**config.mk**
```make
export PLATFORM = sky130hd
export DESIGN_NAME = fetch_inst_buffer_flat
export DESIGN_NICKNAME = d
export VERILOG_FILES = /design/src/rtl/fetch_inst_buffer_if.sv /design/src/rtl/fetch_inst_buffer.sv /design/src/flat_wrapper.sv
export SDC_FILE = /design/constraint.sdc
export NUM_CORES = 1
export LEC_CHECK = 0
export BUFFER_PORTS_ARGS = -buffer_cell sky130_fd_sc_hd__buf_2
export CAP_MARGIN = 10
export CORE_ASPECT_RATIO = 0.5
export CORE_UTILIZATION = 25
export CTS_CLUSTER_SIZE = 14
export DETAILED_ROUTE_END_ITERATION = 10
export SYNTH_ARGS = -nofsm -noshare
export SYNTH_HDL_FRONTEND = slang
export SYNTH_SLANG_ARGS = --single-unit
```
**constraint.sdc**
```tcl
create_clock -name clk -period 10.8 [get_ports clk]
set_input_delay 2.7 -clock clk [delete_from_list [all_inputs] [get_ports clk]]
set_output_delay 2.7 -clock clk [all_outputs]
set_load 0.03 [all_outputs]
```
**src/rtl/fetch_inst_buffer_if.sv**
```systemverilog
// Fetch/decode side bundle of the instruction buffer.
// Master is the fetch/decode environment; slave is the buffer itself.
interface fetch_inst_buffer_if #(
  parameter int DEPTH  = 8,
  parameter int ADDR_W = 32,
  parameter int DATA_W = 32
);
  localparam int CNT_W = $clog2(DEPTH) + 1;

  logic              flush_i;
  logic              valid_1_i;
  logic [ADDR_W-1:0] pc_1_i;
  logic [DATA_W-1:0] inst_1_i;
  logic              valid_2_i;
  logic [ADDR_W-1:0] pc_2_i;
  logic [DATA_W-1:0] inst_2_i;
  logic [1:0]        pop_num_i;

  logic              valid_1_o;
  logic [ADDR_W-1:0] pc_1_o;
  logic [DATA_W-1:0] inst_1_o;
  logic              valid_2_o;
  logic [ADDR_W-1:0] pc_2_o;
  logic [DATA_W-1:0] inst_2_o;
  logic              stall_o;
  logic [CNT_W-1:0]  count_o;

  modport master (
    output flush_i, valid_1_i, pc_1_i, inst_1_i, valid_2_i, pc_2_i, inst_2_i, pop_num_i,
    input  valid_1_o, pc_1_o, inst_1_o, valid_2_o, pc_2_o, inst_2_o, stall_o, count_o
  );

  modport slave (
    input  flush_i, valid_1_i, pc_1_i, inst_1_i, valid_2_i, pc_2_i, inst_2_i, pop_num_i,
    output valid_1_o, pc_1_o, inst_1_o, valid_2_o, pc_2_o, inst_2_o, stall_o, count_o
  );
endinterface

```
**src/rtl/fetch_inst_buffer.sv**
```systemverilog
// Two-in / two-out instruction queue between fetch and dual-issue decode.
// Circular storage with first-word fall-through; stalls fetch when fewer
// than two free entries remain; branch redirect empties it.
module fetch_inst_buffer #(
  parameter int DEPTH  = 8,
  parameter int ADDR_W = 32,
  parameter int DATA_W = 32
) (
  input logic              clk,
  input logic              rst,
  fetch_inst_buffer_if.slave bus
);
  localparam int PTR_W = $clog2(DEPTH);
  localparam int CNT_W = PTR_W + 1;

  logic [ADDR_W-1:0] pc_mem   [DEPTH];
  logic [DATA_W-1:0] inst_mem [DEPTH];

  logic [PTR_W-1:0]  rd_ptr;
  logic [PTR_W-1:0]  wr_ptr;
  logic [CNT_W-1:0]  count;

  logic              stall;
  logic              push_en;
  logic              we_0;
  logic              we_1;
  logic [ADDR_W-1:0] pc_d0;
  logic [DATA_W-1:0] inst_d0;
  logic [PTR_W-1:0]  wr_ptr_1;
  logic [PTR_W-1:0]  rd_ptr_1;
  logic [1:0]        push_n;
  logic [1:0]        pop_n;

  // Pop request 3 means 2, and never take more than what is stored.
  function automatic logic [1:0] clamp_pop(input logic [1:0] req, input logic [CNT_W-1:0] cnt);
    logic [1:0] lim;
    lim = (req == 2'd3) ? 2'd2 : req;
    if (CNT_W'(lim) > cnt) lim = cnt[1:0];
    return lim;
  endfunction

  // Push/pop decode; stall looks only at registered occupancy.
  always_comb begin
    stall    = (count > CNT_W'(DEPTH - 2));
    push_en  = !stall && !bus.flush_i;
    we_0     = push_en && (bus.valid_1_i || bus.valid_2_i);
    we_1     = push_en && bus.valid_1_i && bus.valid_2_i;
    // A lone slot-2 result still lands at the write pointer.
    pc_d0    = bus.valid_1_i ? bus.pc_1_i   : bus.pc_2_i;
    inst_d0  = bus.valid_1_i ? bus.inst_1_i : bus.inst_2_i;
    push_n   = 2'(we_0) + 2'(we_1);
    pop_n    = clamp_pop(bus.pop_num_i, count);
    wr_ptr_1 = wr_ptr + PTR_W'(1);
    rd_ptr_1 = rd_ptr + PTR_W'(1);
  end

  // Entry storage; contents are not reset, occupancy alone marks validity.
  always_ff @(posedge clk) begin
    if (we_0) begin
      pc_mem[wr_ptr]   <= pc_d0;
      inst_mem[wr_ptr] <= inst_d0;
    end
    if (we_1) begin
      pc_mem[wr_ptr_1]   <= bus.pc_2_i;
      inst_mem[wr_ptr_1] <= bus.inst_2_i;
    end
  end

  // Pointers and occupancy; flush wins over any same-cycle push or pop.
  always_ff @(posedge clk or posedge rst) begin
    if (rst) begin
      rd_ptr <= '0;
      wr_ptr <= '0;
      count  <= '0;
    end else if (bus.flush_i) begin
      rd_ptr <= '0;
      wr_ptr <= '0;
      count  <= '0;
    end else begin
      rd_ptr <= rd_ptr + PTR_W'(pop_n);
      wr_ptr <= wr_ptr + PTR_W'(push_n);
      count  <= count + CNT_W'(push_n) - CNT_W'(pop_n);
    end
  end

  // Fall-through view of the two oldest entries, zeroed when not valid.
  always_comb begin
    bus.valid_1_o = (count != '0);
    bus.valid_2_o = (count >= CNT_W'(2));
    bus.pc_1_o    = bus.valid_1_o ? pc_mem[rd_ptr]     : '0;
    bus.inst_1_o  = bus.valid_1_o ? inst_mem[rd_ptr]   : '0;
    bus.pc_2_o    = bus.valid_2_o ? pc_mem[rd_ptr_1]   : '0;
    bus.inst_2_o  = bus.valid_2_o ? inst_mem[rd_ptr_1] : '0;
    bus.stall_o   = stall;
    bus.count_o   = count;
  end
endmodule

```
**src/flat_wrapper.sv**
```systemverilog
// flat-port wrapper written by rule: the top's interface ports become plain ports
module fetch_inst_buffer_flat 
#(
  parameter int DEPTH  = 8,
  parameter int ADDR_W = 32,
  parameter int DATA_W = 32
)
  (clk, rst, bus_flush_i, bus_valid_1_i, bus_pc_1_i, bus_inst_1_i, bus_valid_2_i, bus_pc_2_i, bus_inst_2_i, bus_pop_num_i, bus_valid_1_o, bus_pc_1_o, bus_inst_1_o, bus_valid_2_o, bus_pc_2_o, bus_inst_2_o, bus_stall_o, bus_count_o);
  fetch_inst_buffer_if #(.DEPTH(DEPTH), .ADDR_W(ADDR_W), .DATA_W(DATA_W)) bus_i ();
  input logic clk;
  input logic rst;
  input wire logic [$bits(bus_i.flush_i)-1:0] bus_flush_i;
  input wire logic [$bits(bus_i.valid_1_i)-1:0] bus_valid_1_i;
  input wire logic [$bits(bus_i.pc_1_i)-1:0] bus_pc_1_i;
  input wire logic [$bits(bus_i.inst_1_i)-1:0] bus_inst_1_i;
  input wire logic [$bits(bus_i.valid_2_i)-1:0] bus_valid_2_i;
  input wire logic [$bits(bus_i.pc_2_i)-1:0] bus_pc_2_i;
  input wire logic [$bits(bus_i.inst_2_i)-1:0] bus_inst_2_i;
  input wire logic [$bits(bus_i.pop_num_i)-1:0] bus_pop_num_i;
  output wire logic [$bits(bus_i.valid_1_o)-1:0] bus_valid_1_o;
  output wire logic [$bits(bus_i.pc_1_o)-1:0] bus_pc_1_o;
  output wire logic [$bits(bus_i.inst_1_o)-1:0] bus_inst_1_o;
  output wire logic [$bits(bus_i.valid_2_o)-1:0] bus_valid_2_o;
  output wire logic [$bits(bus_i.pc_2_o)-1:0] bus_pc_2_o;
  output wire logic [$bits(bus_i.inst_2_o)-1:0] bus_inst_2_o;
  output wire logic [$bits(bus_i.stall_o)-1:0] bus_stall_o;
  output wire logic [$bits(bus_i.count_o)-1:0] bus_count_o;
  assign bus_i.flush_i = bus_flush_i;
  assign bus_i.valid_1_i = bus_valid_1_i;
  assign bus_i.pc_1_i = bus_pc_1_i;
  assign bus_i.inst_1_i = bus_inst_1_i;
  assign bus_i.valid_2_i = bus_valid_2_i;
  assign bus_i.pc_2_i = bus_pc_2_i;
  assign bus_i.inst_2_i = bus_inst_2_i;
  assign bus_i.pop_num_i = bus_pop_num_i;
  assign bus_valid_1_o = bus_i.valid_1_o;
  assign bus_pc_1_o = bus_i.pc_1_o;
  assign bus_inst_1_o = bus_i.inst_1_o;
  assign bus_valid_2_o = bus_i.valid_2_o;
  assign bus_pc_2_o = bus_i.pc_2_o;
  assign bus_inst_2_o = bus_i.inst_2_o;
  assign bus_stall_o = bus_i.stall_o;
  assign bus_count_o = bus_i.count_o;
  fetch_inst_buffer #(.DEPTH(DEPTH), .ADDR_W(ADDR_W), .DATA_W(DATA_W)) u_core (.clk(clk), .rst(rst), .bus(bus_i));
endmodule
```
==> results of run 1 <==
==> metrics by stage <==
step / instance area, um2 / util [%] / total power, uW
floorplan: 32010 / - / 6242
CTS: 36890 / 29.16 / 10110
finish: 36930 / 29.19 / 10100
global placement: 34990 / 27.66 / 8028
detailed placement: 34990 / 27.66 / 8077
global route: 36930 / 29.19 / 10460
==> sequential cells by signal, summed over array words and instances, names as in the netlist <==
register and count:
u_core.wr_ptr 3, u_core.rd_ptr 3, u_core.pc_mem 256, u_core.bus.count_o 4
u_core.inst_mem 256
==> cell usage after synthesis <==
| master | count |
|---|---|
| a2111oi_0 | 128 |
| a211oi_1 | 128 |
| a211oi_4 | 1 |
| a21o_1 | 2 |
| a21oi_1 | 2 |
| a22o_1 | 64 |
| a22oi_1 | 3 |
| a32oi_1 | 4 |
| and2_1 | 3 |
| and3_1 | 2 |
| buf_1 | 23 |
| buf_2 | 49 |
| buf_4 | 10 |
| buf_6 | 18 |
| clkbuf_1 | 118 |
| dfrtp_1 | 10 |
| edfxtp_1 | 512 |
| fa_1 | 4 |
| ha_1 | 14 |
| inv_1 | 16 |
| mux2_1 | 10 |
| mux2_2 | 694 |
| mux2i_1 | 193 |
| nand2_1 | 7 |
| nand2b_1 | 4 |
| nand3_2 | 6 |
| nand4_2 | 2 |
| nor2_1 | 21 |
| nor2b_1 | 203 |
| nor3_1 | 1 |
| nor4_1 | 64 |
| o211ai_1 | 1 |
| o21a_1 | 1 |
| o21ai_0 | 2 |
| o22ai_1 | 64 |
| or2_2 | 1 |
| xnor2_1 | 4 |
| xor2_1 | 3 |
==> metal layers <==
layer  up-vias  GRT usage, %  routed length, um
li1       9944             -                  -
met1     11560         20.27              44920
met2       894         28.32              54430
met3       256         2.218               6799
met4         6         8.223               5068
met5         -             0                 36
==> tightest hold or removal path, delay by kind of cell, from the launching register on <==
family / cells / cell delay (ns)
xor gates and xnor gates: 1 / 0.08
and+or+nand+nor: 1 / 0.07
DFF: 1 / 0.42
==> layout by cell type (no fill, tap or decap), types with 10 or more instances in the layout <==
cell type,Yosys,layout
clkbuf_1,118,14
a211oi_1,128,128
mux2_1,10,10
nor2_1,21,14
diode_2,0,15
clkbuf_16,0,61
o22ai_1,64,64
clkinv_1,0,16
a22o_1,64,64
mux2i_1,193,193
inv_1,16,16
mux2_2,694,694
ha_1,14,13
nor2b_1,203,202
a2111oi_0,128,126
buf_2,49,268
edfxtp_1,512,512
nor4_1,64,64
buf_4,10,46
==> layout make-up <==
cell class,instances,area share (%)
diodes,15,0.1016
repair buffers,315,4.621
well taps,1692,5.732
clock buffers,75,4.275
inverters,16,0.1626
clock inverters,33,0.8910
flip-flops and latches,522,42.34
multi-input cells,1636,41.88
==> how the worst max path moves through the flow <==
stage	slack [ns]	end	from
floorplan	3.81	u_core.inst_mem[0][0]	bus_valid_1_i
global placement	3.90	bus_inst_1_o[24]	u_core.rd_ptr[1]
detailed placement	3.93	bus_inst_1_o[24]	u_core.rd_ptr[1]
CTS	3.25	bus_inst_1_o[24]	u_core.rd_ptr[1]
global route	3.04	bus_inst_1_o[24]	u_core.rd_ptr[1]
finish	3.22	bus_inst_1_o[24]	u_core.rd_ptr[1]
==> power by group through the flow <==
stage	clock network [uW]	registers [uW]	logic [uW]
after CTS	2060	2580	5470
after floorplan	0	2520	3720
after global routing	2140	2600	5730
after detailed placement	0	2620	5450
after global placement	0	2610	5410
final	2030	2590	5480
==> cell families after synthesis <==
kind of cell,count (synthesis),synth area share (%)
mux,897,30.80
simple gates,314,6.023
compound gates,400,9.904
xor+xnor,7,0.1915
flops,522,48.81
buf+inv,234,3.475
fa+ha+maj,18,0.7974
==> metrics.txt, run 1 <==
number of clock buffers inserted by TritonCTS 60; mean instance size in the synthesized netlist between 10 and 15 um2; area growth from synthesis to layout 15.37%; sequential group share of total power between 20 and 30%; DRC violation count after routing 0; final global-route overflow total 0; highest net fanout along the worst path 90; type of the most critical hold path reg2reg; Max Buffers Root-to-Sink 3; count of warnings emitted by yosys 0; clock root buffer clkbuf_16; total of hold buffers inserted after clock tree synthesis 0; number of clock sinks 522; Max Cap Viol 0; Die Footprint between 100,000 and 150,000 um2; routed wire length about 110,000 um; clock network latency to the later pin of the worst-skew pair roughly 0.64 ns; number of buffer cells added on primary ports 269; highest cell delay on the worst timing path 1.01 ns; sequential cell area around 16,000 um2; critical path's top delay family buffers and inverters; Critical-path top delay cell buf_4; post-detailed-route wirelength per cell approximately 26 um; origin of the worst min-delay path u_core.wr_ptr[2]; floorplan row count slightly above 90; Synth Cell Area ~32,000 um2; Setup Viol. Count Final 0; maximum frequency from static timing analysis 0.1320 GHz; accumulated negative setup slack 0 ns; biggest area consumer among synthesized cells edfxtp_1; total area of multi-input combinational cells 15,470 um2; routed via count 22,660; placed wire-length estimate after detailed placement 59,950 um; R2R Path Start u_core.wr_ptr[0]; fin worst setup slack about 3.2 ns; number of cells after detailed placement 4,181; time the worst path needs with I/O delays and setup about 7.6 ns; maximum clock skew at final layout about 0.033 ns; Critical Path End Type output pin; sum of buffers and inverters on the critical path 3; Worst Hold Endpoint u_core.wr_ptr[2]; combinational share of power between 50% and 60%; net switching share of the total power between 40 and 50%; top cells by area, synth edfxtp_1 48%, mux2_2 24%, mux2i_1 6.0%; required time of the critical path 8.10 ns; classification of the worst setup path reg2out; Min-Delay Path Depth 2; pin count of the biggest net entering global routing about 150; number of buffers inserted by post-CTS setup repair 0; number of primary I/O pins 270; Post-Route Hold Slack roughly 0.6 ns; power density relative to cell area approximately 270 nW/um2; 1st-iter DRT viols 1,853; clock-pin slew of the registers on the worst-case setup and hold paths 0.06 ns; floorplan core area 126,500 um2; destination of the worst register-to-register timing path u_core.inst_mem[2][27]; Starting Density 25.30%; clock network fraction of design power between 20% and 30%; cells after synthesis around 2,400; worst setup timing slack at the placement stage approximately 3.9 ns; 1st-pass router iterations 5; global-route total usage across every layer 16.44%; H-tree Lvls 2; layout cell share with drive strength beyond 1 between 40 and 50%; register bit total from synthesis between 500 and 600; depth of the critical timing path with buffers and inverters included 5; antenna violations before repair 30; GPL Wtd Cong a little over 0.8; status finished clean; final slew viol count 0; cell internal pwr around 5400 uW; Peak supply drop ~0.00022 V; cell breakdown of the critical path buf_4 -> buf_4 -> a2111oi_0 -> nor4_1 -> buf_2; Worst Reg-to-Reg Cells 6; CP dominant cell by count buf_4; post-synthesis sequential area ratio ~49%; RSZ-0062 raised after global routing false; number of gates resized after cts 0; Nets around 2,700; switching pwr ~4700 uW; first-pass GRT wire length around 160,000 um; clock tree from TritonCTS yes; floorplan die width about 500 um; number of antenna-violating nets in the routed design 0; post-route clock period utilization between 70% and 80%; flop-to-flop setup slack ~6.7 ns; # fillers approximately 13,000; via count of the first global-routing pass approximately 23,000; area share of the largest cell type after synthesis between 40% and 50%; normalized max-slew margin about a fifth; nature of the critical path startpoint register; y dimension of the die 255.0 um; Synth Net Count 2,545; Worst Max-Slew Pin Slew ~1.2 ns; number of failing hold endpoints at the final stage 0; number of distinct standard cells referenced by the synthesized netlist 38; Finished Layout Cells 4,304; signal arrival time at the worst endpoint approximately 5 ns; leakage around 0.012 uW; vias per cell 5.265
No activity file was read; power rests on OpenSTA's default activity.
==> run 2, diff against run 1 <==
--- a/config.mk
+++ b/config.mk
@@ -5,6 +5,7 @@
 export SDC_FILE = /design/constraint.sdc
 export NUM_CORES = 1
 export LEC_CHECK = 0
+export ABC_AREA = 1
 export BUFFER_PORTS_ARGS = -buffer_cell sky130_fd_sc_hd__buf_2
 export CAP_MARGIN = 10
 export CORE_ASPECT_RATIO = 0.5
==> constraint.sdc (replaced) <==
create_clock -name clk -period 8 [get_ports clk]
set_input_delay 2 -clock clk [delete_from_list [all_inputs] [get_ports clk]]
set_output_delay 2 -clock clk [all_outputs]
set_load 0.03 [all_outputs]
==> metrics.txt, run 2 <==
overall power consumption 15,330 uW (was 10,100 uW); post-detailed-route wirelength per cell 19.75 um (was 25.85 um); antenna violations before repair 18 (was 30); required time of the critical path 6.00 ns (was 8.10 ns); cell internal pwr 6990 uW (was 5377 uW); biggest area consumer among synthesized cells edfxtp_1 (unchanged); vias per cell 4.930 (was 5.265); routed wire length 140,900 um (was 111,300 um); register bit total from synthesis 522 (unchanged); area growth from synthesis to layout 10.92% (was 15.37%); highest-count cells in the layout ignoring fill and taps 2,004 x nand2_1, 839 x nand3_1, 524 x nor2_1, 512 x edfxtp_1, 408 x inv_1 (was 694 x mux2_2, 512 x edfxtp_1, 268 x buf_2, 202 x nor2b_1, 193 x mux2i_1); pin count of the biggest net entering global routing 213 (was 146); status finished clean (unchanged); routed via count 35,180 (was 22,660); maximum clock skew at final layout 0.01656 ns (was 0.03313 ns); layout cell share with drive strength beyond 1 8.497% (was 43.05%); fin worst setup slack 1.692 ns (was 3.222 ns); signal arrival time at the worst endpoint 4.31 ns (was 4.88 ns); Worst Max-Slew Pin Slew 1.198 ns (was 1.217 ns); most frequent cell after synthesis nand2_1 (was mux2_2); final slew viol count 0 (unchanged); worst setup timing slack at the placement stage 2.186 ns (was 3.926 ns); sequential group share of total power 23.0% (was 25.6%); floorplan die width 538.5 um (was 508.1 um); Peak supply drop 0.0006622 V (was 0.0002201 V); switching pwr 8342 uW (was 4718 uW); number of buffer cells added on primary ports 269 (unchanged); normalized max-slew margin 20.16% (was 18.89%); type of the most critical hold path reg2reg (unchanged); post-synthesis sequential area ratio 43.43% (was 48.81%); classification of the worst setup path reg2out (unchanged); GPL Wtd Cong 0.8402 (was 0.8055); total of hold buffers inserted after clock tree synthesis 0 (unchanged); Nets 5,352 (was 2,704); number of clock buffers inserted by TritonCTS 60 (unchanged); cells after synthesis 5,278 (was 2,392); Most used DFF post-synth edfxtp_1 (unchanged); clock network latency to the later pin of the worst-skew pair 0.64 ns (about the same); commonest non-fill, non-tap cell in the layout nand2_1 (was mux2_2); number of failing hold endpoints at the final stage 0 (unchanged); DRC violation count after routing 0 (unchanged); final global-route overflow total 0 (unchanged); highest net fanout along the worst path 97 (was 90); maximum frequency from static timing analysis 0.1585 GHz; RSZ-0062 raised after global routing false (unchanged); number of distinct standard cells referenced by the synthesized netlist 23 (was 38); floorplan row count 97 (was 92); Finished Layout Cells 7,136 (was 4,304); Max Buffers Root-to-Sink 3 (unchanged); time the worst path needs with I/O delays and setup around 6.3 ns; number of antenna-violating nets in the routed design 0 (unchanged); Synth top cells by count 2,020 x nand2_1, 841 x nand3_1, 532 x nor2_1 (was 694 x mux2_2, 512 x edfxtp_1, 203 x nor2b_1); nature of the critical path startpoint register (unchanged); Max Cap Viol 0 (unchanged); H-tree Lvls 2 (unchanged); clock-pin slew of the registers on the worst-case setup and hold paths 0.06 ns (about the same); first-pass GRT wire length 208,400 um (was 156,900 um); post-route clock period utilization 78.84%; number of clock sinks 522 (unchanged); top cells by area, synth edfxtp_1 43%, nand2_1 21%, nand3_1 12% (was edfxtp_1 48%, mux2_2 24%, mux2i_1 6.0%); Starting Density 25.45% (was 25.30%); floorplan core area 141,400 um2 (was 126,500 um2); net switching share of the total power 54.41% (was 46.74%); via count of the first global-routing pass 32,510 (was 22,920); number of cells after detailed placement 7,018 (was 4,181); # fillers 15,260 (was 12,820); number of buffers inserted by post-CTS setup repair 0 (unchanged); number of synthesized flops with an enable pin 512 (unchanged); placed wire-length estimate after detailed placement 77,000 um (was 59,950 um); y dimension of the die 270.2 um (was 255.0 um); Synth Net Count 5,431 (was 2,545); Die Footprint 145,500 um2 (was 129,600 um2); Setup Viol. Count Final 0 (unchanged); leakage 0.01877 uW (was 0.01221 uW); clock tree from TritonCTS yes (unchanged); number of primary I/O pins 270 (unchanged); global-route total usage across every layer 18.70% (was 16.44%); clock network fraction of design power 17.8% (was 20.1%); clock root buffer clkbuf_16 (unchanged); power density relative to cell area 384.2 nW/um2 (was 273.4 nW/um2); 1st-iter DRT viols 3,695 (was 1,853); accumulated negative setup slack 0 ns (unchanged); Synth Cell Area 35,980 um2 (was 32,010 um2); combinational share of power 59.2% (was 54.3%); number of gates resized after cts 0 (unchanged); count of warnings emitted by yosys 0 (unchanged); async set-reset flop share out of synthesis 1.916% (unchanged); Critical Path End Type output pin (unchanged); mean instance size in the synthesized netlist 6.817 um2 (was 13.38 um2); 1st-pass router iterations 5 (unchanged); area share of the largest cell type after synthesis 42.73% (was 48.03%)
## run 2: cell count changes in the layout (fill, tap and decap cells not counted), moves of 68 or more
| cell | previous run | this run |
|---|---|---|
| nand2_1 | 6 | 2004 |
| nand3_1 | 0 | 839 |
| mux2_2 | 694 | 0 |
| nor2_1 | 14 | 524 |
| inv_1 | 16 | 408 |
| o21ai_0 | 2 | 366 |
| nor2b_1 | 202 | 0 |
| mux2i_1 | 193 | 0 |
| a211oi_1 | 128 | 0 |
| a2111oi_0 | 126 | 0 |
| a21oi_1 | 1 | 69 |
## run 2: final timing paths
| path | from | cells after the start | endpoint | slack [ns] |
|---|---|---|---|---|
| min reg2reg | u_core.wr_ptr[2] | 2 | u_core.wr_ptr[2] | 0.79 |
| min | u_core.wr_ptr[2] | 2 | u_core.wr_ptr[2] | 0.79 |
| max in group asynchronous | rst | 2 | u_core.rd_ptr[0] | 6.24 |
| max reg2reg | u_core.wr_ptr[0] | 7 | u_core.inst_mem[0][23] | 3.31 |
| min in group asynchronous | rst | 2 | u_core.bus.count_o[1] | 1.38 |
| max | u_core.rd_ptr[0] | 8 | bus_inst_2_o[31] | 1.69 |
## run 2: cell families after synthesis
| group | synth area share [%] |
|---|---|
| adders and majority gates | 0.7095 |
| and+or+nand+nor | 38.51 |
| buffers and inverters | 10.92 |
| DFF | 43.43 |
| AOI/OAI and AO/OA | 6.378 |
| xor gates and xnor gates | 0.04870 |
## run 2: area by class of cell
| class | count | area, um2 | area share, % |
|---|---|---|---|
| multi-input cells | 3882 | 16650 | 41.72 |
| flip-flops and latches | 522 | 15640 | 39.18 |
| well taps | 1881 | 2354 | 5.898 |
| repair buffers | 318 | 1779 | 4.459 |
| inverters | 415 | 1579 | 3.957 |
| clock buffers | 72 | 1568 | 3.929 |
| clock inverters | 40 | 326.6 | 0.8183 |
| diodes | 6 | 15.01 | 0.03762 |
## run 2: power by group through the flow
stage,clock (uW),sequential (uW),combinational [uW]
6_report,2730,3520,9080
5_1_grt,2840,3540,9740
4_1_cts,2750,3510,9010
3_5_place_dp,0,3570,8990
3_3_place_gp,0,3560,8980
2_1_floorplan,0,3430,6000
## run 2: critical path: stages, from the launching register on
cell and delay [ns]:
dfrtp_4 1.13, ha_4 0.25, xnor2_2 0.12, clkinv_2 0.88, buf_4 0.61, o21ai_1 0.13
nor2_1 0.05, nor2_1 0.23, buf_2 0.25
## run 2: routing by layer
metal  global-route usage [%]  share of wire, %
met5                        0             0.070
met3                    2.270               8.6
met2                    30.92                46
met1                    24.01                40
met4                    9.578               5.2
## run 2: through the flow
stage | hold WS, ns | instance area (um2) | util (%)
final | 0.7914 | 39910 | 28.22
after detailed placement | 0.7726 | 38000 | 26.87
after CTS | 0.7810 | 39890 | 28.21
after floorplan | 0.6032 | 35980 | -
after global routing | 0.8174 | 39900 | 28.22
after global placement | 0.7699 | 38000 | 26.87
